[config.mk]
export PLATFORM = sky130hd
export DESIGN_NAME = muldivunit
export DESIGN_NICKNAME = d
export VERILOG_FILES = /design/src/rtl/mips_mdu_pkg.sv /design/src/rtl/mdu_negate.sv /design/src/rtl/muldivunit.sv
export SDC_FILE = /design/constraint.sdc
export NUM_CORES = 1
export LEC_CHECK = 0
export ABC_AREA = 1
export CORE_UTILIZATION = 25
export CTS_CLUSTER_DIAMETER = 150
export DETAILED_ROUTE_END_ITERATION = 6
export PLACE_DENSITY = 0.52
export RECOVER_POWER = 25
export SYNTH_ARGS = -nofsm -noshare
export SYNTH_HDL_FRONTEND = slang
export SYNTH_SLANG_ARGS = --single-unit
[constraint.sdc]
create_clock -name clk -period 2.1 [get_ports clk]
set_input_delay 0.42 -clock clk [delete_from_list [all_inputs] [get_ports clk]]
set_output_delay 0.42 -clock clk [all_outputs]
set_load 0.02 [all_outputs]
[src/rtl/mips_mdu_pkg.sv]
// Shared types and constants for the MIPS iterative multiply/divide unit.
package mips_mdu_pkg;

  typedef enum logic [1:0] {
    MULT  = 2'b00,
    MULTU = 2'b01,
    DIV   = 2'b10,
    DIVU  = 2'b11
  } mdu_op_t;

  typedef enum logic [1:0] {
    IDLE,
    CALC,
    FIX
  } mdu_state_t;

  localparam int MDU_ITER = 32;

endpackage

[src/rtl/mdu_negate.sv]
// Conditional two's-complement negate: y = neg ? -a : a.
module mdu_negate #(
  parameter int W = 32
) (
  input  logic         neg,
  input  logic [W-1:0] a,
  output logic [W-1:0] y
);

  assign y = neg ? (~a + 1'b1) : a;

endmodule

[src/rtl/muldivunit.sv]
// Iterative MULT/MULTU/DIV/DIVU unit owning HI/LO: one radix-2 multiply
// step or one restoring-divide step per cycle on operand magnitudes.
module muldivunit
  import mips_mdu_pkg::*;
#(
  parameter int WIDTH = MDU_ITER
) (
  input  logic             clk,
  input  logic             reset_n,
  input  logic             startE,
  input  logic [1:0]       opE,
  input  logic [WIDTH-1:0] srcaE,
  input  logic [WIDTH-1:0] srcbE,
  input  logic             mthiE,
  input  logic             mtloE,
  input  logic             killE,
  output logic [WIDTH-1:0] hi,
  output logic [WIDTH-1:0] lo,
  output logic             busy,
  output logic             done
);

  // Handshake: startE/mthiE/mtloE are accepted only in IDLE (busy low, which
  // includes the cycle done is high); killE aborts an in-flight op and masks
  // any request in the same IDLE cycle. done pulses once per result written.

  localparam int CW = $clog2(WIDTH);

  mdu_state_t state, stateNext;
  mdu_op_t    op;

  logic [CW-1:0]      cnt;
  logic               opDiv;
  logic               negQ;
  logic               negR;
  logic [WIDTH-1:0]   addend;
  logic [2*WIDTH-1:0] acc;

  logic               signedOp;
  logic               isDiv;
  logic [WIDTH-1:0]   absA;
  logic [WIDTH-1:0]   absB;

  logic [2*WIDTH-1:0] mulAcc;
  logic [2*WIDTH-1:0] divAcc;
  logic [WIDTH:0]     mulSum;
  logic [WIDTH:0]     divHi;
  logic [WIDTH-1:0]   divDiff;
  logic               divGe;

  logic [2*WIDTH-1:0] prodFix;
  logic [WIDTH-1:0]   quoFix;
  logic [WIDTH-1:0]   remFix;

  assign op       = mdu_op_t'(opE);
  assign signedOp = (op == MULT) || (op == DIV);
  assign isDiv    = (op == DIV) || (op == DIVU);

  mdu_negate #(.W(WIDTH)) uAbsA (.neg(signedOp & srcaE[WIDTH-1]), .a(srcaE), .y(absA));
  mdu_negate #(.W(WIDTH)) uAbsB (.neg(signedOp & srcbE[WIDTH-1]), .a(srcbE), .y(absB));

  // Multiply: acc = {partial product, remaining multiplier bits}, shifted right.
  assign mulSum = {1'b0, acc[2*WIDTH-1:WIDTH]} + {1'b0, addend};
  assign mulAcc = acc[0] ? {mulSum, acc[WIDTH-1:1]}
                         : {1'b0, acc[2*WIDTH-1:1]};

  // Divide: acc = {partial remainder, dividend/quotient bits}, shifted left.
  assign divHi   = acc[2*WIDTH-1:WIDTH-1];
  assign divGe   = divHi >= {1'b0, addend};
  assign divDiff = divHi[WIDTH-1:0] - addend;
  assign divAcc  = divGe ? {divDiff, acc[WIDTH-2:0], 1'b1}
                         : {acc[2*WIDTH-2:0], 1'b0};

  mdu_negate #(.W(2*WIDTH)) uFixP (.neg(negQ), .a(acc), .y(prodFix));
  mdu_negate #(.W(WIDTH)) uFixQ (.neg(negQ), .a(acc[WIDTH-1:0]), .y(quoFix));
  mdu_negate #(.W(WIDTH)) uFixR (.neg(negR), .a(acc[2*WIDTH-1:WIDTH]), .y(remFix));

  always_comb begin
    stateNext = state;
    unique case (state)
      IDLE: if (startE && !killE) stateNext = CALC;
      CALC: begin
        if (killE)            stateNext = IDLE;
        else if (cnt == '0)   stateNext = FIX;
      end
      FIX:     stateNext = IDLE;
      default: stateNext = IDLE;
    endcase
  end

  always_ff @(posedge clk) begin
    if (!reset_n) state <= IDLE;
    else          state <= stateNext;
  end

  always_ff @(posedge clk) begin
    if (!reset_n) begin
      busy   <= 1'b0;
      done   <= 1'b0;
      hi     <= '0;
      lo     <= '0;
      cnt    <= '0;
      opDiv  <= 1'b0;
      negQ   <= 1'b0;
      negR   <= 1'b0;
      addend <= '0;
      acc    <= '0;
    end else begin
      busy <= (stateNext != IDLE);
      done <= 1'b0;
      unique case (state)
        IDLE: begin
          if (!killE && startE) begin
            cnt   <= CW'(WIDTH - 1);
            opDiv <= isDiv;
            // A zero divisor keeps the all-ones quotient unsigned-looking.
            negQ  <= signedOp & (srcaE[WIDTH-1] ^ srcbE[WIDTH-1]) & (srcbE != '0);
            negR  <= signedOp & srcaE[WIDTH-1];
            if (isDiv) begin
              addend <= absB;
              acc    <= {{WIDTH{1'b0}}, absA};
            end else begin
              addend <= absA;
              acc    <= {{WIDTH{1'b0}}, absB};
            end
          end else if (!killE) begin
            if (mthiE) hi <= srcaE;
            if (mtloE) lo <= srcaE;
          end
        end
        CALC: begin
          if (!killE) begin
            acc <= opDiv ? divAcc : mulAcc;
            if (cnt != '0) cnt <= cnt - 1'b1;
          end
        end
        FIX: begin
          if (!killE) begin
            if (opDiv) begin
              hi <= remFix;
              lo <= quoFix;
            end else begin
              {hi, lo} <= prodFix;
            end
            done <= 1'b1;
          end
        end
        default: ;
      endcase
    end
  end

endmodule
==> results.toml <==
[worst_setup_path]
reg2reg_depth = 17
cp.required_ns = 2.46
critPathArrivalTime_ns = 2.63
critical_path.max_fanout = 7
slowest_stage = "dfxtp_4"
r2r-start = "acc[37]"
worstPathCellList = "ha_4 -> buf_6 -> nand2_2 -> nand2_2 -> nand2_1 -> nand2_2 -> clkinv_1 -> nand3_2 -> nand2_2 -> nand2_4 -> nand2_4 -> nand2_8 -> buf_12 -> nor2_4 -> nand2_1 -> nand3b_1 -> a21oi_1"
crit_path_end_kind = "flip-flop"
cpPeakStageDelay_ns = 0.38
path_common_cell = "nand2_2"
worstSetupPathType = "flip-flop to flip-flop"
r2r_end = "acc[40]"
worst-r2r-setup-slack_ns = -0.17
start_kind = "flip-flop"

[placement]
gp_congestion = 1.032
placed_cell_area_um2 = 25610
port_buffers = 137
post-dp-hpwl_mm = 78.64
dp.cells = 4965

[yosys]
synth_enable_flop_cells = 0
ys_seq_elements = 172
ys_types = 51
synth_nets = 3446
synthCells = 3303
synthXorXnorAreaFrac_pct = 3.009
asyncSetResetFlopFracSynth_pct = 0
synthSimpleGateAreaFrac_pct = 40.61
synth_top_family_by_area = "simple AND/OR/NAND/NOR gates"
synth.avg_cell_area_um2 = 5.463
muxShareOfSynthArea_pct = 0
synth_warnings = 0
yosysSeqAreaShare_pct = 19.08
yosys.area_share.adder_pct = 5.006
synth_flop_cell = "dfxtp_1"
syn_area_um2 = 18040
synth_compound_area_share_pct = 18.84

[sta]
min_period_ns = 2.267
hold_viol = 0
skew_ns = 0.02211
tns_ns = -3.161
worst_slack_ns = -0.1670
setup_viol = 34
rsz0062_at_grt = "true"
hold_slack_ns = 0.2945
fmaxAchievable_ghz = 0.4411
tightest_slew_ns = 0.6762
drv_slew = 0
period_share_pct = 108.0
slew_headroom_pct = 54.92

[worst_hold_path]
holdPathEnd = "lo[0]"
min_path_type = "input port to flip-flop"
hold_start = "reset_n"
hold_path_depth = 3

[global_routing]
grt_pass1_wl_mm = 142.7
grt_use_met2_pct = 39.49
grt.total_usage_pct = 25.72
antenna_found_initial = 0
grt_overflow = 0
grt_use_met1_pct = 34.77
use_met3_pct = 3.186
grt_max_degree = 61
grt.busiest_layer = "met2"
grt_pass1_vias = 23450

[power_and_ir_drop]
total_leakage_power_nw = 14.06
power.density_nw_per_um2 = 476.8
irDropWorstVdd_uv = 611.9
total_power_mw = 13.96

[layout]
multi_input_area_um2 = 14570
syn_to_final_growth_pct = 62.27
ff_latch_area_um2 = 3577
layout.cells.non_filler = 5045
final_cell_mix = "818 x nand2_1, 697 x buf_4, 440 x inv_1"
drive_gt1_share_pct = 34.09
antenna_cells = 0
fillers = 7622
nets = 4225
mostFrequentLayoutCell = "nand2_1"
finalInstanceArea_um2 = 29280

[routing]
vias_per_cell = 4.984
wl_per_cell_um = 19.37
drc = 0
firstDrtPassIters = 7
postRouteAntennaNets = 0
drt-total-wl_mm = 97.72
drtIter0Drc = 2649
vias = 25150

[cts]
cts.sink_count = 172
numCtsBuffers = 17
clock_path_buffers = 2
cts_tree = "built"
root_buffer = "clkbuf_16"
clkTransAtPathRegs_ns = 0.09
cts-htree-levels = 4
clock_latency_ns = 0.49

[floorplan]
dieArea_um2 = 73260
initial_utilization_pct = 25.24
row_count = 98
io_pins = 138
die_w_um = 270.7
placeableCoreArea_um2 = 71490
fp.dieH_um = 270.7

[outcome]
status = "finished with violations"
failed_checks = "setup timing"

[run]
drv_cap = 0
## kinds of logic after synthesis
kind of cell               after synthesis
buffers and inverters                  628
DFF                                    172
adders and majority gates               71
and+or+nand+nor                       1745
xor gates and xnor gates                62
AOI/OAI and AO/OA                      625
## repair_timing
item,in CTS,in global routing
cloned,3,0
setup endpoints to repair,73,114
gates resized for setup,357,339
hold buffers,0,0
endpoints found under the hold margin,0,0
setup buffers,22,25
pin swaps,71,110
## per-layer routing
| layer | wire length (um) | part of all wire (%) | up-vias |
|---|---|---|---|
| li1 | - | - | 12210 |
| met1 | 42230 | 43 | 11620 |
| met2 | 42270 | 43 | 1103 |
| met3 | 7415 | 7.6 | 215 |
| met4 | 5796 | 5.9 | 0 |
| met5 | 0 | 0 | - |
## flip-flops by register name, indices dropped and copies added, names as in the netlist
| signal | flops |
|---|---|
| state | 2 |
| hi | 32 |
| negQ | 1 |
| opDiv | 1 |
| lo | 32 |
| busy | 1 |
| negR | 1 |
| addend | 32 |
| cnt | 5 |
| done | 1 |
| acc | 64 |
## stage by stage
| step | utilization [%] | worst slack (ns) |
|---|---|---|
| 5_1_grt | 40.96 | -0.2518 |
| 3_3_place_gp | 35.82 | -0.5747 |
| 3_5_place_dp | 35.82 | -0.6219 |
| 2_1_floorplan | - | -0.001806 |
| 4_1_cts | 39.13 | -0.1524 |
| 6_report | 40.96 | -0.1670 |
## area by class of cell
class	instances	area share, %
clock buffers	17	1.453
clock inverters	15	0.7136
inverters	503	6.521
multi-input cells	2503	49.76
flip-flops and latches	172	12.22
well taps	950	4.059
repair buffers	885	25.28
## how the worst max path moves through the flow
stage                   start    endpoint  slack, ns  cells past startpoint
finish                acc[37]     acc[40]      -0.17                     17
global route        addend[2]     acc[40]      -0.25                     18
CTS                 addend[2]     acc[41]      -0.15                     18
detailed placement   srcbE[0]  addend[28]      -0.62                     15
global placement     srcbE[0]  addend[28]      -0.57                     15
floorplan              acc[0]       hi[4]     -0.002                     16
## where the power goes
| group | switching (mW) | internal (mW) | leakage [nW] |
|---|---|---|---|
| Sequential | 0.201 | 3.44 | 1.44 |
| Clock | 1.76 | 1.83 | 0.306 |
| Combinational | 3.79 | 2.95 | 12.3 |
## critical path: cells and delay by family (launching register included)
family	cells	cell delay (ns)
buffers and inverters	3	0.35
adder cells (fa/ha/maj)	1	0.25
AO/OA/AOI/OAI	1	0.06
flip-flops	1	0.38
AND/OR/NAND/NOR	12	1.07
## cell usage after synthesis (2+ instances only)
library cell  number  area (um^2)
nand3_1          306         1531
buf_2             11        55.05
o21bai_1           7        52.55
xor2_1            54        473.0
xnor2_1            8        70.07
a21oi_1          271         1356
or2_2             16        100.1
a22oi_1            6        45.04
buf_1             21        78.83
nand2_1          956         3588
o211ai_1          36        270.3
clkbuf_1          88        330.3
nand2_2            6        37.54
nand3_2            6        60.06
a21o_1             2        15.01
o21ai_1           13        65.06
dfxtp_1          172         3443
and2_1             3        18.77
nor3_1            30        150.1
nand3b_1          17        127.6
a31oi_1           32        200.2
and3_1             2        12.51
o221ai_1           7        61.31
nor2_1           339         1272
ha_1              69        863.3
inv_1            486         1824
a211oi_1           2        15.01
a21oi_2            3        26.28
inv_2             12        45.04
nand2_4            2        22.52
o211ai_2           4        50.05
buf_6              2        22.52
o21a_1             3        22.52
clkinv_1           4        15.01
o21ai_0          231         1156
o31ai_1            5        37.54
nor2_2            11        68.82
nor4_1             4        25.02
nand4_1           42        262.8
buf_12             2        40.04
fa_1               2        40.04
Note: power is estimated with default switching activity, not from simulation.
